### config.mk
export PLATFORM = sky130hd
export DESIGN_NAME = count_seq_monitor
export DESIGN_NICKNAME = d
export VERILOG_FILES = /design/src/rtl/count_seq_monitor.sv
export SDC_FILE = /design/constraint.sdc
export NUM_CORES = 1
export LEC_CHECK = 0
export ABC_AREA = 1
export CAP_MARGIN = 20
export CORE_ASPECT_RATIO = 1.1
export CORE_MARGIN = 1.5
export CORE_UTILIZATION = 42
export CTS_CLUSTER_DIAMETER = 100
export DETAILED_ROUTE_END_ITERATION = 10
export GPL_TIMING_DRIVEN = 0
export PLACE_DENSITY_LB_ADDON = 0.15
export SETUP_SLACK_MARGIN = 0.4
export SLEW_MARGIN = 40
export SYNTH_ARGS = -nofsm -noshare
export SYNTH_HDL_FRONTEND = slang
export SYNTH_SLANG_ARGS = --single-unit
### constraint.sdc
create_clock -name clk -period 3 [get_ports clk]
set_input_delay 0.6 -clock clk [delete_from_list [all_inputs] [get_ports clk]]
set_output_delay 0.6 -clock clk [all_outputs]
set_load 0.005 [all_outputs]
### src/rtl/count_seq_monitor.sv
// Step monitor for an up/down counter: checks every cnt step is +/-1 under the previous mode.
// Optional HOLD_ALLOW_EN macro: cnt == prev_cnt is accepted as a legal "hold" step.
module count_seq_monitor #(
  parameter int WIDTH      = 3,
  parameter int LOCK_STEPS = 2,
  parameter int WRAP_W     = 8
) (
  input  logic              clk,
  input  logic              rst,
  input  logic              m,
  input  logic [WIDTH-1:0]  cnt,
  input  logic              clr_fault,
  output logic              locked,
  output logic              fault,
  output logic              tc,
  output logic [WRAP_W-1:0] wraps,
  output logic [WIDTH-1:0]  last_bad,
  output logic [1:0]        dbg_state
);

  typedef enum logic [1:0] {
    IDLE    = 2'd0,
    ACQUIRE = 2'd1,
    LOCKED  = 2'd2,
    FAULT   = 2'd3
  } state_t;

  localparam logic [3:0] LOCK_CNT = 4'(LOCK_STEPS);

  state_t           state_q, state_d;
  logic [3:0]       good_q, good_d, good_inc;
  logic [WIDTH-1:0] prev_cnt, exp_cnt;
  logic             prev_m;
  logic             step_ok, hold_ok, wrap_step;
  logic             tc_d, capture_bad;

  // The counter's step at this edge was governed by m one edge earlier.
  assign exp_cnt   = prev_m ? (prev_cnt - WIDTH'(1)) : (prev_cnt + WIDTH'(1));
  assign step_ok   = (cnt == exp_cnt);
  assign wrap_step = step_ok && (prev_m ? (prev_cnt == '0) : (prev_cnt == {WIDTH{1'b1}}));

`ifdef HOLD_ALLOW_EN
  assign hold_ok = (cnt == prev_cnt);
`else
  assign hold_ok = 1'b0;
`endif

  assign good_inc  = good_q + 4'd1;
  assign dbg_state = state_q;

  always_comb begin
    state_d     = state_q;
    good_d      = good_q;
    tc_d        = 1'b0;
    capture_bad = 1'b0;
    case (state_q)
      IDLE: begin
        state_d = ACQUIRE;
        good_d  = '0;
      end
      ACQUIRE: begin
        if (step_ok) begin
          good_d = good_inc;
          tc_d   = wrap_step;
          if (good_inc >= LOCK_CNT) state_d = LOCKED;
        end else if (!hold_ok) begin
          good_d = '0;
        end
      end
      LOCKED: begin
        if (step_ok) begin
          tc_d = wrap_step;
        end else if (!hold_ok) begin
          state_d     = FAULT;
          capture_bad = 1'b1;
        end
      end
      FAULT: begin
        // clr_fault takes priority over whatever the current step looks like.
        if (clr_fault) begin
          state_d = ACQUIRE;
          good_d  = '0;
        end
      end
      default: state_d = IDLE;
    endcase
  end

  always_ff @(posedge clk) begin
    if (rst) begin
      state_q  <= IDLE;
      good_q   <= '0;
      prev_cnt <= '0;
      prev_m   <= 1'b0;
      locked   <= 1'b0;
      fault    <= 1'b0;
      tc       <= 1'b0;
      wraps    <= '0;
      last_bad <= '0;
    end else begin
      state_q  <= state_d;
      good_q   <= good_d;
      prev_cnt <= cnt;
      prev_m   <= m;
      locked   <= (state_d == LOCKED);
      fault    <= (state_d == FAULT);
      tc       <= tc_d;
      if (tc_d) wraps <= wraps + WRAP_W'(1);
      if (capture_bad) last_bad <= cnt;
    end
  end

endmodule

==> results of run 1 <==
[synthesized netlist by cell type (all sizes together)]
library cell and number:
clkbuf 1, and3 1, a21oi 18, o21ai 8, inv 33, ha 9
nand3 10, xor2 4, o22ai 1, nand2 52, clkinv 1, nand4 4
nor3 3, nor4 1, dfxtp 24, nor2 13, xnor2 2, fa 1
buf 1
[state kept, by name, summed over array words and instances, names as in the netlist]
register and count:
fault 1, tc 1, prev_cnt 3, prev_m 1
wraps 8, locked 1, dbg_state 2, good_q 4
last_bad 3
[area by class of cell]
class	instances	area [µm²]
inverter	34	127.6
fill	299	1421
tap	34	42.54
clock buffer	3	22.52
buffer	2	15.01
multi-input combinational	127	691.9
sequential	24	480.5
timing repair buffer	22	220.2
[kinds of logic (layout without fill, tap and decap cells)]
| family | count (synthesis) | in the layout |
|---|---|---|
| AOI/OAI and AO/OA | 27 | 27 |
| xor gates and xnor gates | 6 | 6 |
| adders and majority gates | 10 | 10 |
| buffers and inverters | 36 | 61 |
| DFF | 24 | 24 |
| and+or+nand+nor | 84 | 84 |
[per-layer routing]
| layer | track usage | wire, µm | up-vias |
|---|---|---|---|
| met5 | 0 | 0 | - |
| met4 | 0.07143 | 55 | 0 |
| met3 | 0.01891 | 70 | 7 |
| met2 | 0.2723 | 1294 | 23 |
| met1 | 0.1844 | 1146 | 542 |
| li1 | - | - | 640 |
[final timing paths]
kind,startpoint,end,slack [ns],cells after the start
max,prev_cnt[0],wraps[1],0.97,9
max reg2reg,prev_cnt[0],wraps[1],0.97,9
min,wraps[6],wraps[6],0.50,2
min reg2reg,wraps[6],wraps[6],0.50,2
[power by group]
part	switching [mW]	total [mW]	internal, mW
Combinational	0.0454	0.0766	0.0312
Clock	0.0890	0.136	0.0469
Sequential	0.00620	0.330	0.324
Total	0.141	0.543	0.402
[per-stage QoR]
step	util	instance area, µm²	power (mW)
5_1_grt	0.5296	1600	0.5750
4_1_cts	0.5296	1600	0.5519
6_report	0.5296	1600	0.5426
2_1_floorplan	-	1315	0.3883
3_5_place_dp	0.5222	1578	0.4139
3_3_place_gp	0.5222	1578	0.4117
[worst min-delay path: stages (launching register included)]
cell     delay, ns
dfxtp_1       0.34
nand2_1       0.07
a21oi_1       0.06
==> impl_results.md, run 1 <==
* Post-synth top area share at 0.3654
* CTS Hold Buffers Added at 0
* Die width at between 50 and 60 µm
* Post-CTS Setup Repair Bufs at 0
* Most frequent cells in the layout: nand2_1 (48), inv_1 (31), dfxtp_1 (24)
* Clock Latency Late Sink at roughly 0.30 ns
* WS Path Type: register to register
* GRT overflow at 0
* Global-route wire length before repair at roughly 4.1 mm
* Crit end category: register
* Standard-cell rows at 21
* Synth Area in Compound Gates at 0.1123
* Slowest cell on the critical path: fa_1
* CP Max Fanout at 10
* RePlAce Congestion at roughly 0.83
* Synth Register Bits at 24
* Setup crit start kind: register
* Longest Clk Path Bufs at 2
* Critical Path AT at 2.23 ns
* Cells after synthesis at about 190
* Number of max-cap violations at 0
* Commonest non-fill, non-tap cell in the layout: nand2_1
* Post-Route WL at between 2 and 3 mm
* Post-cts resize count at 0
* Drt via density at between 4 and 5
* Post-Synth XOR/XNOR Area at 0.03996
* Vias in the first global route at roughly 1,000
* Max Slew Vio Count at 0
* Clock root cell: clkbuf_4
* YS warnings at 0
* Starting DRT DRC Count at 33
* Layout overhead on the synthesized area at 21.69%
* Leak pwr at approximately 0.70 nW
* Share of post-route cells with drive strength above 1 at 0.05660
* Cell Chain, Critical Path: inv_2 > fa_1 > inv_1 > nand2_1 > nand4_1 > a21oi_4 > nand2_2 > o21ai_1 > a21oi_1
* Nets at between 200 and 250
* Cts bufs inserted at 3
* Initial Util at 0.4352
* Post-synth top area cell: dfxtp_1
* Simple-gate share of the synthesized area at 0.2731
* Power Dens Cells at around 340 nW/µm²
* Outcome: complete, no violations
* Worst-Margin Slew at 0.5493 ns
* Die Area at roughly 3500 µm²
* Post-Synthesis Net Count at around 200
* Setup TNS at 0 ns
* Slew HR at 0.6338
* Drt drc at 0
* Register area share after synthesis at 0.3654
* DP HPWL at ~2 mm
* Io pins at 23
* Fmax at just under 500 MHz
* Mux cell area share after synthesis at 0
* Placed Cells at about 240
* Main combinational cell family by area after synthesis: simple AND/OR/NAND/NOR gates
* Worst clock skew at between 0.002 and 0.0025 ns
* Final Non-Filler Cells at roughly 250
* Htree depth at 1
* DR pass1 iterations at 4
* Mapped cell area at ~1300 µm²
* Hold Fails Final Rpt at 0
* Synth top area cells: dfxtp_1 (37%), nand2_1 (14%), inv_1 (8.8%)
* Largest net degree at the start of global routing at 13
* Setup ws final at 0.9712 ns
* ANT nets after route at 0
* Routed vias at about 1,200
* Antenna cell count at 0
* Setup slack at placement at roughly 0.84 ns
* Clock transition at path regs at ~0.12 ns
* Worst hold path type: register to register
* CP delay by family, top: adder cells
* Largest stage delay, worst path at approximately 0.55 ns
* CP Buf/Inv Count at 2
* Crit share post-route at 0.6763
* Die Span Y at 61.69 µm
* GRT Util Overall at 0.1516
* Tmin final at between 2 and 2.5 ns
* Post-synthesis adder-cell area fraction at 0.1009
* Initial antenna violation count at 0
* RSZ-0062 raised after global routing: no
* I/O Buffers at 22
* Core Box Area at roughly 3000 µm²
* Critical Path RT at around 3.2 ns
* VDD IR max at ~0.00027 V
* Synth unique cells at 24
* Syn_area_per_cell at ~7 µm²
* Finish-stage setup viols at 0
* Wire per inst at between 10 and 15 µm
* Worst hold margin at 0.4979 ns
* CTS sink cnt at 24
* CTS tree: yes
Note: power is estimated with default switching activity, not from simulation.
==> run 2, diff against run 1 <==
==> constraint.sdc (replaced) <==
create_clock -name clk -period 1.7 [get_ports clk]
set_input_delay 0.34 -clock clk [delete_from_list [all_inputs] [get_ports clk]]
set_output_delay 0.34 -clock clk [all_outputs]
set_load 0.005 [all_outputs]
==> impl_results.md, run 2 (synthesized netlist as in run 1, its figures left out) <==
* Most frequent cells in the layout: nand2_1 (42), inv_1 (30), a21oi_1 (16), buf_4 (16), dfxtp_2 (13)
* Largest net degree at the start of global routing at 14
* Fillers at about 290
* Worst hold path type: register to register
* Hold path depth at 2
* Failing checks: setup timing
* Wire per inst at 11.64 µm
* I/O Buffers at 22
* Global-route wire length before repair at 4.961 mm
* Htree depth at 1
* Layout overhead on the synthesized area at 40.15%
* Top flop regs: wraps (8), good_q (4)
* Biggest register: wraps
* GRT Util Overall at 0.1818
* Antenna cell count at 0
* Max Slew Vio Count at 0
* Die Area at ~3500 µm²
* Drt via density at about 4.9
* Outcome: finished, violations left
* Die width at around 56 µm
* VDD IR max at around 0.00033 V
* Longest Clk Path Bufs at 2
* Final Non-Filler Cells at ~260
* Vias in the first global route at roughly 1,200
* Worst-Margin Slew at about 0.54 ns
* CP Max Fanout at 10
* Share of post-route cells with drive strength above 1 at 0.2783
* Reg-to-reg critical path startpoint: prev_cnt[0]
* Reg-to-reg slack, setup at -0.26 ns
* Initial antenna violation count at 0
* Min-Delay Endpoint: good_q[3]
* Power Dens Cells at roughly 580 nW/µm²
* Clock root cell: clkbuf_4
* Number of max-cap violations at 0
* Commonest non-fill, non-tap cell in the layout: nand2_1
* Crit share post-route at 1.152
* Critical Path AT at 2.18 ns
* Initial Util at 0.4352
* Worst Min Path Start: good_q[3]
* CTS sink cnt at 24
* GRT overflow at 0
* CTS Hold Buffers Added at 0
* Clock Latency Late Sink at 0.31 ns
* Fmax at about 500 MHz
* Drt drc at 0
* Post-Route WL at just over 3 mm
* Leak pwr at approximately 0.9 nW
* Die Span Y at 61.69 µm
* RePlAce Congestion at approximately 0.86
* Final core occ at 0.6099
* Max reg flops at 8
* Placed Cells at ~240
* Standard-cell rows at 21
* DP HPWL at between 2 and 2.5 mm
* Finish-stage setup viols at 20
* Hold Fails Final Rpt at 0
* Crit end category: register
* Critical Path RT at 1.92 ns
* Nets at roughly 250
* ANT nets after route at 0
* DR pass1 iterations at 4
* CTS tree: yes
* Setup crit start kind: register
* Worst clock skew at between 0.0015 and 0.002 ns
* RSZ-0062 raised after global routing: yes
* WS Path Type: register to register
* Cts bufs inserted at 3
* Starting DRT DRC Count at 33
* Routed vias at approximately 1,300
* Slew HR at 0.6396
* FF-to-FF End: wraps[1]
* Tmin final at just under 2 ns
* Io pins at 23
* Core Box Area at ~3000 µm²
* Setup ws final at -0.2588 ns
* R2R cell count at 10
* Clock transition at path regs at between 0.1 and 0.15 ns
[run 2: changes by cell type in the layout (fill, tap and decap cells not counted), sizes merged]
cell           delta
buf              +19
clkdlybuf4s50    -16
dlygate4sd2      +12
clkdlybuf4s15     +3
[run 2: what timing repair did]
action,CTS,global route
resized for setup,46,16
buffers inserted,14,3
pin swaps,3,3
endpoints found under the setup margin,40,25
[run 2: report_power, final]
| part | switching, mW | internal (mW) |
|---|---|---|
| Sequential | 0.00959 | 0.569 |
| Combinational | 0.108 | 0.0784 |
| Clock | 0.178 | 0.131 |
| Total | 0.295 | 0.779 |
[run 2: stage by stage]
| step | hold WS, ns | area (µm²) | setup TNS, ns | setup slack, ns | power [mW] |
|---|---|---|---|---|---|
| after floorplan | 0.4091 | 1330 | -0.4254 | -0.07246 | 0.6899 |
| after global routing | 0.5198 | 1843 | -5.893 | -0.3685 | 1.122 |
| after detailed placement | 0.4799 | 1593 | -3.317 | -0.2349 | 0.7358 |
| after global placement | 0.4728 | 1593 | -2.795 | -0.2193 | 0.7311 |
| after CTS | 0.4987 | 1770 | -2.362 | -0.1859 | 1.065 |
| final | 0.4963 | 1843 | -3.888 | -0.2588 | 1.074 |
[run 2: cell type report]
| class | instances | area (µm²) | area share |
|---|---|---|---|
| Buffer | 2 | 15.01 | 0.008147 |
| Multi-Input combinational cell | 127 | 772.0 | 0.4189 |
| Inverter | 34 | 128.9 | 0.06993 |
| Tap cell | 34 | 42.54 | 0.02308 |
| Timing Repair Buffer | 39 | 340.3 | 0.1847 |
| Clock buffer | 4 | 36.28 | 0.01969 |
| Sequential cell | 24 | 508.0 | 0.2756 |
[run 2: how the worst max path moves through the flow]
| stage | from | to | slack (ns) | cells past startpoint |
|---|---|---|---|---|
| floorplan | prev_cnt[0] | dbg_state[0] | -0.07 | 11 |
| global placement | prev_cnt[0] | fault | -0.22 | 11 |
| detailed placement | prev_cnt[0] | last_bad[0] | -0.23 | 9 |
| CTS | prev_m | dbg_state[0] | -0.19 | 12 |
| global route | prev_cnt[0] | good_q[1] | -0.37 | 11 |
| finish | prev_cnt[0] | wraps[1] | -0.26 | 10 |
[run 2: worst max-delay path: stages, from the launching register on]
cell and delay (ns):
dfxtp_2 0.37, inv_2 0.05, fa_2 0.58, inv_2 0.04
nand2_2 0.06, nand4_1 0.13, a21oi_4 0.17, buf_12 0.15
nand2_4 0.10, o21ai_1 0.14, a21oi_1 0.05
[run 2: per-layer routing]
layer,part of all wire,global-route usage,vias to the layer above
met2,0.56,0.3496,17
met4,0.0072,0.07143,0
met5,0,0,-
met3,0.021,0.02101,2
met1,0.41,0.2101,598
li1,-,-,672
==> run 3, diff against run 2 <==
--- a/config.mk
+++ b/config.mk
@@ -12,6 +12,7 @@
 export CORE_UTILIZATION = 42
 export CTS_CLUSTER_DIAMETER = 100
 export DETAILED_ROUTE_END_ITERATION = 10
+export GPL_ROUTABILITY_DRIVEN = 0
 export GPL_TIMING_DRIVEN = 0
 export PLACE_DENSITY_LB_ADDON = 0.15
 export SETUP_SLACK_MARGIN = 0.4
==> results of run 3 <==
No change in the layout: final DEF, timing and power equal those of run 2.
==> patch (config.mk and constraints of run 1) <==
Register the inputs `m` and `clr_fault` before use. The logic sees them one clock later. The other inputs are not delayed to match.
--- a/src/rtl/count_seq_monitor.sv
+++ b/src/rtl/count_seq_monitor.sv
@@ -26,6 +26,14 @@
   } state_t;
 
   localparam logic [3:0] LOCK_CNT = 4'(LOCK_STEPS);
+
+  logic m_q;
+  logic clr_fault_q;
+
+  always_ff @(posedge clk) begin
+    m_q         <= m;
+    clr_fault_q <= clr_fault;
+  end
 
   state_t           state_q, state_d;
   logic [3:0]       good_q, good_d, good_inc;
@@ -77,7 +85,7 @@
       end
       FAULT: begin
         // clr_fault takes priority over whatever the current step looks like.
-        if (clr_fault) begin
+        if (clr_fault_q) begin
           state_d = ACQUIRE;
           good_d  = '0;
         end
@@ -101,7 +109,7 @@
       state_q  <= state_d;
       good_q   <= good_d;
       prev_cnt <= cnt;
-      prev_m   <= m;
+      prev_m   <= m_q;
       locked   <= (state_d == LOCKED);
       fault    <= (state_d == FAULT);
       tc       <= tc_d;
Behaviour: not the same (a bounded check fails within 4 cycles, from zero or initial values and one cycle with rst high).
==> patch against run 1 <==
- total power up 11%
- critical path type unchanged
- wire length increased by 1.2%
- highest routed layer unchanged
- clock skew up 0.00087 ns
- largest power group unchanged
- setup slack better by 0.073 ns
- sequential cell count up 2
- cell area grew 5.2%
- global-route usage is 0.36 points higher
- synthesized area increased by 6.0%
==> patch: results (changes against run 1) <==
clockBufferDepth: 2  # unchanged
wl_met2_microns: 1346  # +4.0%
peakVddDrop_v: 0.0002560  # -6.3%
layout-drive-gt1-share_pct: 15.38  # +9.7 points
wl_per_cell_microns: 10.73  # +2.9%
worstSkewPairLatency_ns: 0.32  # +0.02 ns
synth_flop_cell: "dfxtp_1"
gp_congestion: 0.8261  # +0.13%
top_layer: "met4"
reg2regPathDepth: 13  # +4
skew_ns: 0.002892  # +0.0008702 ns
largestRegisters: "wraps (8), good_q (4)"
vias_per_cell: 4.893  # -0.70%
gr-usage-all-layers_pct: 15.53  # +0.36 points
synth_common_cells: "nand2_1 (40), dfxtp_1 (26), inv_1 (26)"
synthArstFlopShare_pct: 0  # unchanged
grt_pass1_wl_microns: 4505  # +8.7%
swShare_pct: 24.52  # -1.4 points
max-slew-margin-rel_pct: 68.17  # +4.8 points
met1_length_microns: 1118  # -2.4%
hp-class: "reg -> reg"
grt_pass1_vias: 1100  # +10%
r2r_end: "wraps[0]"
synth_cell_type_count: 26  # +8.3%
nNetsFinal: 226  # -2.2%
grt_start_max_net_pins: 15  # +2
synthesis.nets: 200  # -2.0%
port_buffers: 21  # -4.5%
dp_slack_ns: 0.8965  # +0.05371 ns
fillers: 314  # +5.0%
layout_setup_ws_ns: 1.045  # +0.07341 ns
worstPathArrival_ns: 2.18  # -0.05 ns
status: "finished, final reports clean"
cellLeakagePower_nw: 0.7200  # +3.2%
numCtsBuffers: 3  # unchanged
initialDrtViolationCount: 48  # +45%
yosysSeqAreaShare_pct: 37.34  # +0.81 points
wl_met3_microns: 94  # +34%
synth_area_leaders: "dfxtp_1 (37%), nand2_1 (11%), ha_1 (8.1%), inv_1 (7.0%), a21oi_2 (5.0%)"
dp_hpwl_microns: 2024  # +0.35%
patch: cell count changes after synthesis, sizes merged, moves of 2 or more:
cell,run 1,this run
a21oi,18,20
dfxtp,24,26
inv,33,30
nand2,52,49
nand4,4,1
nor2,13,17
o21ai,8,6
xnor2,2,4
patch: worst min-delay path by stage:
stage	to	startpoint	depth (start not counted)
after floorplan	prev_m	m_q	2
after global placement	prev_m	m_q	2
after detailed placement	prev_m	m_q	2
after CTS	prev_m	m_q	2
after global routing	prev_m	m_q	2
final	prev_m	m_q	2
patch: power groups by stage:
stage | Clock (mW) | Sequential, mW | Combinational, mW
final | 0.177 | 0.358 | 0.0680
after global routing | 0.200 | 0.359 | 0.0780
after CTS | 0.184 | 0.358 | 0.0692
after detailed placement | 0 | 0.365 | 0.0690
after global placement | 0 | 0.365 | 0.0673
after floorplan | 0 | 0.364 | 0.0486
patch: per-stage QoR:
| step | hold WS, ns | power (mW) | std cells | area [sq um] |
|---|---|---|---|---|
| after detailed placement | 0.3964 | 0.4343 | 238 | 1647 |
| after global placement | 0.3925 | 0.4320 | 238 | 1647 |
| after global routing | 0.4410 | 0.6371 | 242 | 1683 |
| after floorplan | 0.3883 | 0.4126 | 183 | 1394 |
| final | 0.4130 | 0.6022 | 242 | 1683 |
| after CTS | 0.4154 | 0.6110 | 242 | 1683 |
patch: logic make-up (layout without fill, tap and decap cells):
logic type / count (synthesis) / in the layout / synth area share [%]
simple gates: 79 / 79 / 25.49
buf+inv: 33 / 58 / 10.32
flops: 26 / 26 / 37.34
compound gates: 27 / 27 / 12.30
xor+xnor: 8 / 8 / 5.026
fa+ha+maj: 10 / 10 / 9.515
patch: cell type report:
type / instances / area (sq um) / area share, %
well taps: 34 / 42.54 / 2.528
plain buffers: 3 / 28.78 / 1.710
multi-input cells: 124 / 729.5 / 43.35
clock buffers: 4 / 36.28 / 2.156
flip-flops and latches: 26 / 520.5 / 30.93
repair buffers: 21 / 210.2 / 12.49
inverters: 30 / 115.1 / 6.840
patch: worst max-delay path: stages (launching register included):
cell	delay [ns]
dfxtp_1	0.39
inv_1	0.09
fa_1	0.47
inv_1	0.10
nand2_1	0.06
nand2_1	0.07
nand3_1	0.06
nand2_1	0.09
nand2_2	0.08
inv_4	0.09
nand2_4	0.06
buf_12	0.15
o21ai_2	0.12
a21oi_2	0.04
patch: per-layer routing:
layer	up-vias	global-route usage, %
li1	616	-
met1	542	18.34
met2	21	27.41
met3	5	3.080
met4	0	5.233
met5	-	0
